<file path="src/rtl/fir_coef_bank_pkg.sv">
// Shared types and default sizing for the FIR coefficient bank.
// Coefficients are signed, and each bank holds 2**ADDR_W taps.
package fir_coef_pkg;
   localparam int COEF_W    = 16;
   localparam int ADDR_W    = 6;
   localparam int NUM_BANKS = 2;
   localparam int BANK_W    = $clog2(NUM_BANKS);

   typedef logic signed [COEF_W-1:0] coef_t;

   typedef enum logic [0:0] {
      IDLE  = 1'b0,
      SWEEP = 1'b1
   } sweep_state_t;
endpackage

</file>
<file path="src/rtl/fir_coef_bank_ram.sv">
// Simple dual-port synchronous RAM with one write port and one registered read port.
// The memory array has no reset. The read register is cleared by reset and holds its value when re is low.
module fir_coef_ram #(
   parameter int DW = 16,
   parameter int AW = 7
) (
   input  logic          clk,
   input  logic          rstn,
   input  logic          we,
   input  logic [AW-1:0] waddr,
   input  logic [DW-1:0] wdata,
   input  logic          re,
   input  logic [AW-1:0] raddr,
   output logic [DW-1:0] rdata
);
   logic [DW-1:0] mem_q [0:(1<<AW)-1];
   logic [DW-1:0] rdata_d;
   logic [DW-1:0] rdata_q;

   always_ff @(posedge clk) begin
      if (we) begin
         mem_q[waddr] <= wdata;
      end
   end

   always_comb begin
      rdata_d = rdata_q;
      if (re) begin
         rdata_d = mem_q[raddr];
      end else begin
         rdata_d = rdata_q;
      end
   end

   always_ff @(posedge clk or negedge rstn) begin
      if (!rstn) begin
         rdata_q <= '0;
      end else begin
         rdata_q <= rdata_d;
      end
   end

   assign rdata = rdata_q;
endmodule

</file>
<file path="src/rtl/fir_coef_bank.sv">
// Multi-bank FIR coefficient store. One active bank is read tap by tap across a sweep.
// Shadow banks are written by the control path, and bank swaps happen only on a sweep boundary.
module fir_coef_bank #(
   parameter  int NUM_BANKS = fir_coef_pkg::NUM_BANKS,
   localparam int BANK_W    = $clog2(NUM_BANKS)
) (
   input  logic                              clk,
   input  logic                              rstn,
   input  logic                              wr_valid,
   input  logic [BANK_W-1:0]                 wr_bank,
   input  logic [fir_coef_pkg::ADDR_W-1:0]   wr_addr,
   input  fir_coef_pkg::coef_t               wr_data,
   output logic                              wr_err,
   input  logic                              swap_req,
   input  logic [BANK_W-1:0]                 swap_bank,
   output logic                              swap_pending,
   output logic [BANK_W-1:0]                 active_bank,
   input  logic                              rd_valid,
   input  logic [fir_coef_pkg::ADDR_W-1:0]   rd_addr,
   input  logic                              rd_last,
   output fir_coef_pkg::coef_t               dout,
   output logic                              dout_valid,
   output logic                              dout_last
);
   import fir_coef_pkg::*;

   localparam int RAM_AW = BANK_W + ADDR_W;

   sweep_state_t      state_d, state_q;
   logic [BANK_W-1:0] active_bank_d, active_bank_q;
   logic [BANK_W-1:0] swap_target_d, swap_target_q;
   logic              swap_pending_d, swap_pending_q;
   logic              wr_err_d, wr_err_q;
   logic              dout_valid_d, dout_valid_q;
   logic              dout_last_d, dout_last_q;

   logic              wr_en_s;
   logic              boundary_s;
   logic              swap_take_s;
   logic              pend_s;
   logic [BANK_W-1:0] target_s;
   logic [COEF_W-1:0] ram_rdata_s;

   fir_coef_ram #(
      .DW (COEF_W),
      .AW (RAM_AW)
   ) u_ram (
      .clk   (clk),
      .rstn  (rstn),
      .we    (wr_en_s),
      .waddr ({wr_bank, wr_addr}),
      .wdata (wr_data),
      .re    (rd_valid),
      .raddr ({active_bank_q, rd_addr}),
      .rdata (ram_rdata_s)
   );

   // Writes are checked against the bank that is active this cycle, not the one a pending swap will select.
   always_comb begin
      wr_en_s      = wr_valid && (wr_bank != active_bank_q);
      wr_err_d     = wr_valid && (wr_bank == active_bank_q);
      dout_valid_d = rd_valid;
      dout_last_d  = rd_valid && rd_last;
   end

   always_comb begin
      state_d        = state_q;
      active_bank_d  = active_bank_q;
      swap_pending_d = swap_pending_q;
      swap_target_d  = swap_target_q;

      case (state_q)
         IDLE: begin
            if (rd_valid && !rd_last) begin
               state_d = SWEEP;
            end else begin
               state_d = IDLE;
            end
         end
         SWEEP: begin
            if (rd_valid && rd_last) begin
               state_d = IDLE;
            end else begin
               state_d = SWEEP;
            end
         end
         default: state_d = IDLE;
      endcase

      // A same-cycle request joins the pending state before the boundary decision, so it can apply at once.
      boundary_s  = (rd_valid && rd_last) || ((state_q == IDLE) && !rd_valid);
      swap_take_s = swap_req && (swap_pending_q || (swap_bank != active_bank_q));
      pend_s      = swap_pending_q || swap_take_s;
      if (swap_take_s) begin
         target_s = swap_bank;
      end else begin
         target_s = swap_target_q;
      end

      swap_target_d = target_s;
      if (boundary_s && pend_s) begin
         active_bank_d  = target_s;
         swap_pending_d = 1'b0;
      end else begin
         active_bank_d  = active_bank_q;
         swap_pending_d = pend_s;
      end
   end

   always_ff @(posedge clk or negedge rstn) begin
      if (!rstn) begin
         state_q        <= IDLE;
         active_bank_q  <= '0;
         swap_target_q  <= '0;
         swap_pending_q <= 1'b0;
         wr_err_q       <= 1'b0;
         dout_valid_q   <= 1'b0;
         dout_last_q    <= 1'b0;
      end else begin
         state_q        <= state_d;
         active_bank_q  <= active_bank_d;
         swap_target_q  <= swap_target_d;
         swap_pending_q <= swap_pending_d;
         wr_err_q       <= wr_err_d;
         dout_valid_q   <= dout_valid_d;
         dout_last_q    <= dout_last_d;
      end
   end

   assign wr_err       = wr_err_q;
   assign swap_pending = swap_pending_q;
   assign active_bank  = active_bank_q;
   assign dout         = coef_t'(ram_rdata_s);
   assign dout_valid   = dout_valid_q;
   assign dout_last    = dout_last_q;
endmodule

</file>
<file path="config.mk">
export PLATFORM = sky130hd
export DESIGN_NAME = fir_coef_bank
export DESIGN_NICKNAME = d
export VERILOG_FILES = /design/src/rtl/fir_coef_bank_pkg.sv /design/src/rtl/fir_coef_bank_ram.sv /design/src/rtl/fir_coef_bank.sv
export SDC_FILE = /design/constraint.sdc
export NUM_CORES = 2
export LEC_CHECK = 0
export CORE_MARGIN = 2
export CORE_UTILIZATION = 45
export CTS_CLUSTER_SIZE = 12
export DETAILED_ROUTE_END_ITERATION = 8
export HOLD_SLACK_MARGIN = 0.08
export SYNTH_ARGS = -nofsm -noshare
export SYNTH_HDL_FRONTEND = slang
export SYNTH_SLANG_ARGS = --single-unit
</file>
<file path="constraint.sdc">
create_clock -name clk -period 3.5 [get_ports clk]
set_clock_uncertainty 0.15 [all_clocks]
set_input_delay 0.525 -clock clk [delete_from_list [all_inputs] [get_ports clk]]
set_output_delay 0.525 -clock clk [all_outputs]
set_load 0.02 [all_outputs]
</file>
* Yosys cells after proc, flatten, opt, wreduce, memory -nomap -nowiden
Memory sizes are Yosys's and may differ from the RTL's. A register that Yosys moved wholly into a read port is not among the register bits. Index checks and enable logic that the tools add are counted.
Operators by class: add/subtract/negate cells 0, multiply operators 0, div/mod/pow operators 0, magnitude comparators 0, eq/ne operators 3, shift operators 0, muxes and demuxes 7, bitwise operators 1, reduce and logical (&&, ||, !) cells 13
Operators with widths (count):
- $logic_and 1x1->1 | 7
- $mux 1 | 6
- $logic_not 1->1 | 3
- $logic_or 1x1->1 | 3
- $ne 1x1->1 | 2
- $pmux 1 s2 | 1
- $eq 1x1->1 | 1
- $not 1->1 | 1
Word-level totals: register bits after elaboration 7, latch bits 0, bits in writable memories 2048, memory bits (read-only) 0, logic and storage cells 32, memories 1
Memories:
- u_ram.mem_q | words 128, bits a word 16, rd ports 1, clocked after memory_dff 1, write ports 1, line fir_coef_bank_ram.sv:16 | logic [DW-1:0] mem_q [0:(1<<AW)-1];

* Depth between registers and ports, before layout
depth in word-level cells 6, gate-level depth with buffers 12, mapped depth without buffers 6

* By module
A second synthesis with hierarchy kept.
Unflattened totals: cells, all modules 3952, area total of the unflattened synthesis 80873.8 µm²
Modules (own cells, without submodules):
- fir_coef_ram | instances 1, cells an instance 3926, area an instance 80577.3 µm², sequential area each 61899.4 µm²
- fir_coef_bank | instances 1, cells an instance 26, area an instance 296.5 µm², sequential area each 175.2 µm²

* Worst setup path before layout
Ideal clock, no wire load.
path kind input-to-reg, start in wr_bank, end mem u_ram.mem_q[110][0], enable pin, setup time 0.389 ns, data arrival time 2.372 ns, path slack 0.590 ns, stages 7, path buffers 2, cells stage by stage clkbuf_1 > xor2_1 > nand2_1 > nor2_1 > nand3_1 > clkbuf_1 > nor2_1
On the way: longest elaborated chain between the ends 4
RTL lines:
- start, declared | line fir_coef_bank.sv:10 | input logic [BANK_W-1:0] wr_bank,
- $ne 1x1->1 | line fir_coef_bank.sv:60 | wr_en_s = wr_valid && (wr_bank != active_bank_q);
- $logic_and 1x1->1 | line fir_coef_bank.sv:60
- $mux 1 | line fir_coef_bank_ram.sv:21 | if (we) begin
- $mux 1 (implied by the code) | line fir_coef_bank_ram.sv:22 | mem_q[waddr] <= wdata;
- end, declared | line fir_coef_bank_ram.sv:16
Parallel ways exist; a longest one is shown, timed or not.

* Worst setup path after layout
start reg active_bank_q (netlist: active_bank), end out active_bank
RTL lines:
- start, declared | line fir_coef_bank.sv:30 | logic [BANK_W-1:0] active_bank_d, active_bank_q;
- start signal, assigned | line fir_coef_bank.sv:121 | active_bank_q <= active_bank_d;
- end, declared | line fir_coef_bank.sv:17 | output logic [BANK_W-1:0] active_bank,
No word-level cell between the ends.

==> PnR_summary.wiki <==
{| class="wikitable"
! Metric !! Value
|-
| # port buffers || between 50 and 60
|-
| Reg2Reg Depth || 6
|-
| Starting density of the core || between 40% and 50%
|-
| Cell count after synthesis || 3725
|-
| Net load switching power || 11700 uW
|-
| Count of warnings emitted by yosys || 0
|-
| Cts bufs inserted || around 210
|-
| Placement Rows || 154
|-
| Initial antenna violation count || 6
|-
| Maximum clock frequency || a little over 300 MHz
|-
| Net count reported at finish || 4292
|-
| Via count of the first global-routing pass || 40100
|-
| Post-CTS Setup Inserts || 0
|-
| Number of slew-limit violations in the final report || 0
|-
| Data arrival at the endpoint of the critical path || 2.56 ns
|-
| Slew @ Worst Pin || 1.22 ns
|-
| Number of violations of the max-capacitance limit || 0
|-
| Final period demand of the worst path || 3.24 ns
|-
| Worst hold-check slack || 0.122 ns
|-
| Register clock-pin slew on the reported worst setup and hold paths || 0.06 ns
|-
| Highest ir drop seen on vdd || 0.000514 V
|-
| Routed length per instance || 32.4 um
|-
| Leak pwr || between 0.03 and 0.04 uW
|-
| Period Utilization, post-route || 92.5%
|-
| Post-route standard cell area excluding fillers || 94100 sq um
|-
| Main flop type after synthesis || sky130_fd_sc_hd__edfxtp_1
|-
| Fraction of final layout cells with drive strength greater than 1 || roughly 28%
|-
| Max transition margin || 17.9%
|-
| Type of the worst min-delay path || in -> reg
|-
| Growth of design area from synthesis to finish || 17.7%
|-
| Via density per instance || 6.05
|-
| Post-synth design cell area || ~80000 sq um
|-
| Final setup slack of the worst path || 0.264 ns
|-
| Proportion of power drawn by the clock network || 39.7%
|-
| Total DRC errors in the routed layout || 0
|-
| Number of H-tree levels || 4
|-
| Hold Violations, Final || 0
|-
| Worst slack, placed || -0.293 ns
|-
| Placed cell area || 87800 sq um
|-
| Via count || between 40000 and 50000
|-
| Slack of the worst reg-to-reg path || between 0.5 and 0.6 ns
|-
| Worst-skew pair later-pin latency || 0.85 ns
|-
| Internal Pwr Total || 40300 uW
|-
| Library cells used by synthesis || 63
|-
| Buffer levels on the longest clock path || 3
|-
| I/O pin count || between 50 and 60
|-
| Type of the worst setup path || reg -> out
|-
| Switching Share || 22.6%
|-
| Die ar. || roughly 180000 sq um
|-
| Gpl congestion || 0.875
|-
| Critical path endpoint category || output pin
|-
| Horiz. Die Dim || 426 um
|-
| WHS Path Cells || 1
|-
| Crit start category || flip-flop
|-
| Total global routing track utilization || about a quarter
|-
| Root cell of the clock tree || sky130_fd_sc_hd__clkbuf_16
|-
| Post-layout power || 52000 uW
|-
| Required time at the worst-slack endpoint || 2.82 ns
|-
| Half-perimeter wire length after detailed placement || 138 mm
|-
| Combinational group share of total power || 7.2%
|-
| Placeable core region || ~180000 sq um
|-
| Violation count after the first detailed-route iteration || 5272
|-
| First-pass iteration count of the detailed router || 5
|-
| Sum of routed wire length over all layers || 218 mm
|-
| Total of fill cells in the finished design || 13700
|-
| Final Setup Violations || 0
|-
| Number of synthesized flops with an enable pin || 2048
|-
| Largest net degree at the start of global routing || 129
|-
| Remaining antenna violation count || 0
|-
| Die Ht || 426 um
|-
| Async set-or-reset flop fraction in the synthesized netlist || 1.11%
|-
| Peak fanout along the critical path || 8
|-
| Sequential fraction of the synthesis area || 77.6%
|-
| Share of the core filled with cells || 53.3%
|-
| Outcome || completed
|-
| First-pass GRT wire length || 309 mm
|-
| Fraction of power consumed by sequential logic || between 50% and 60%
|-
| Unrepaired setup endpoints after global routing || false
|-
| Cell area power density || 553 nW/um^2
|-
| Number of register bits inferred by synthesis || 2071
|-
| Number of clock sinks seen by CTS || 2071
|-
| Post-Synthesis Net Count || 3761
|-
| Post-Syn Area per Cell || 21.5 sq um
|-
| Remaining global-route overflow || 0
|-
| TritonCTS clock tree || built
|}
[routing by layer]
layer,global-route usage (%),wire (um)
met2,37.9,104000
met3,3.67,16000
met4,7.16,6290
met5,0,0
met1,35.7,92100
[cells in the final DEF, fill, tap and decap left out, types with 23 or more instances in the layout]
| cell type | instances |
|---|---|
| sky130_fd_sc_hd__a21oi_1 | 59 |
| sky130_fd_sc_hd__a22oi_1 | 60 |
| sky130_fd_sc_hd__buf_12 | 169 |
| sky130_fd_sc_hd__buf_4 | 306 |
| sky130_fd_sc_hd__clkbuf_1 | 67 |
| sky130_fd_sc_hd__clkbuf_16 | 212 |
| sky130_fd_sc_hd__clkdlybuf4s50_1 | 35 |
| sky130_fd_sc_hd__clkinv_1 | 34 |
| sky130_fd_sc_hd__dfrtp_1 | 23 |
| sky130_fd_sc_hd__edfxtp_1 | 2048 |
| sky130_fd_sc_hd__mux2i_1 | 209 |
| sky130_fd_sc_hd__mux4_2 | 448 |
| sky130_fd_sc_hd__nand2_1 | 115 |
| sky130_fd_sc_hd__nand3_1 | 27 |
| sky130_fd_sc_hd__nor2_1 | 151 |
| sky130_fd_sc_hd__nor3_1 | 47 |
| sky130_fd_sc_hd__o21ai_0 | 30 |
| sky130_fd_sc_hd__o221ai_1 | 23 |
| sky130_fd_sc_hd__o22ai_1 | 56 |
[critical path, cell delays in order, from the launching register on]
cell and delay, ns:
sky130_fd_sc_hd__dfrtp_1 0.84, sky130_fd_sc_hd__buf_4 0.26, sky130_fd_sc_hd__clkdlybuf4s50_1 0.61
[timing repair]
action / 4_1_cts / 5_1_grt
gates resized for setup: 0 / 0
hold endpoints to repair: 194 / 0
hold buffers: 11 / 0
[power groups by stage]
stage / clock, uW / sequential [uW] / combinational, uW
floorplan: 0 / 28100 / 1610
global placement: 0 / 28200 / 3700
detailed placement: 0 / 28200 / 3720
CTS: 21000 / 27700 / 3740
global route: 21900 / 27600 / 3910
finish: 20600 / 27700 / 3740
[cells by family (layout without fill, tap and decap cells)]
| family | count (synthesis) | count (layout) | synth area share, % |
|---|---|---|---|
| xor gates and xnor gates | 2 | 2 | 0.0219 |
| muxes | 669 | 669 | 15.4 |
| DFF | 2071 | 2071 | 77.6 |
| other | 0 | 5 | 0 |
| and+or+nand+nor | 447 | 447 | 2.50 |
| AOI/OAI and AO/OA | 324 | 324 | 2.82 |
| buffers and inverters | 212 | 888 | 1.69 |
[worst paths after layout]
check | start | to
max | active_bank | active_bank
min | wr_data[3] | u_ram.mem_q[62][3]
max in group asynchronous | rstn | u_ram.rdata[13]
min reg2reg | u_ram.rdata[3] | u_ram.rdata[3]
max reg2reg | active_bank | u_ram.rdata[10]
min in group asynchronous | rstn | dout_last
[sequential cells by signal (all words and copies together), names as in the netlist]
signal,count
swap_target_q,1
swap_pending,1
dout_valid,1
state_q,1
u_ram.mem_q,2048
wr_err,1
dout_last,1
active_bank,1
u_ram.rdata,16
[per-stage QoR]
| stage | setup TNS (ns) | instances |
|---|---|---|
| after floorplan | 0 | 3725 |
| after global placement | -1.14 | 6375 |
| after detailed placement | -1.21 | 6375 |
| after CTS | 0 | 6741 |
| after global routing | 0 | 6743 |
| final | 0 | 6746 |
[final cells by class]
class                   instances  area [sq um]  area share [%]
inverters                       8          32.5          0.0346
flip-flops and latches       2071         62100            65.9
clock buffers                 287          5670            6.02
diodes                          5          12.5          0.0133
multi-input cells            1442         16700            17.7
repair buffers                525          6190            6.57
well taps                    2340          2930            3.11
clock inverters                68           572           0.607
[synth_stat cells, drive strengths merged, types with 12 or more instances]
| library cell | instances | area (sq um) |
|---|---|---|
| mux2i | 209 | 2090 |
| nor2 | 171 | 642 |
| dfrtp | 23 | 576 |
| o221ai | 24 | 216 |
| a221oi | 15 | 131 |
| o22ai | 56 | 350 |
| mux2 | 12 | 135 |
| a22oi | 60 | 450 |
| mux4 | 448 | 10100 |
| and2 | 15 | 93.8 |
| clkbuf | 65 | 244 |
| o21ai | 30 | 150 |
| nor3 | 47 | 235 |
| nand2 | 116 | 435 |
| nand3 | 27 | 135 |
| edfxtp | 2048 | 61500 |
| nor2b | 24 | 150 |
| buf | 139 | 1080 |
| nand4 | 16 | 100 |
| a21oi | 59 | 295 |
No activity file was read; power rests on OpenSTA's default activity.
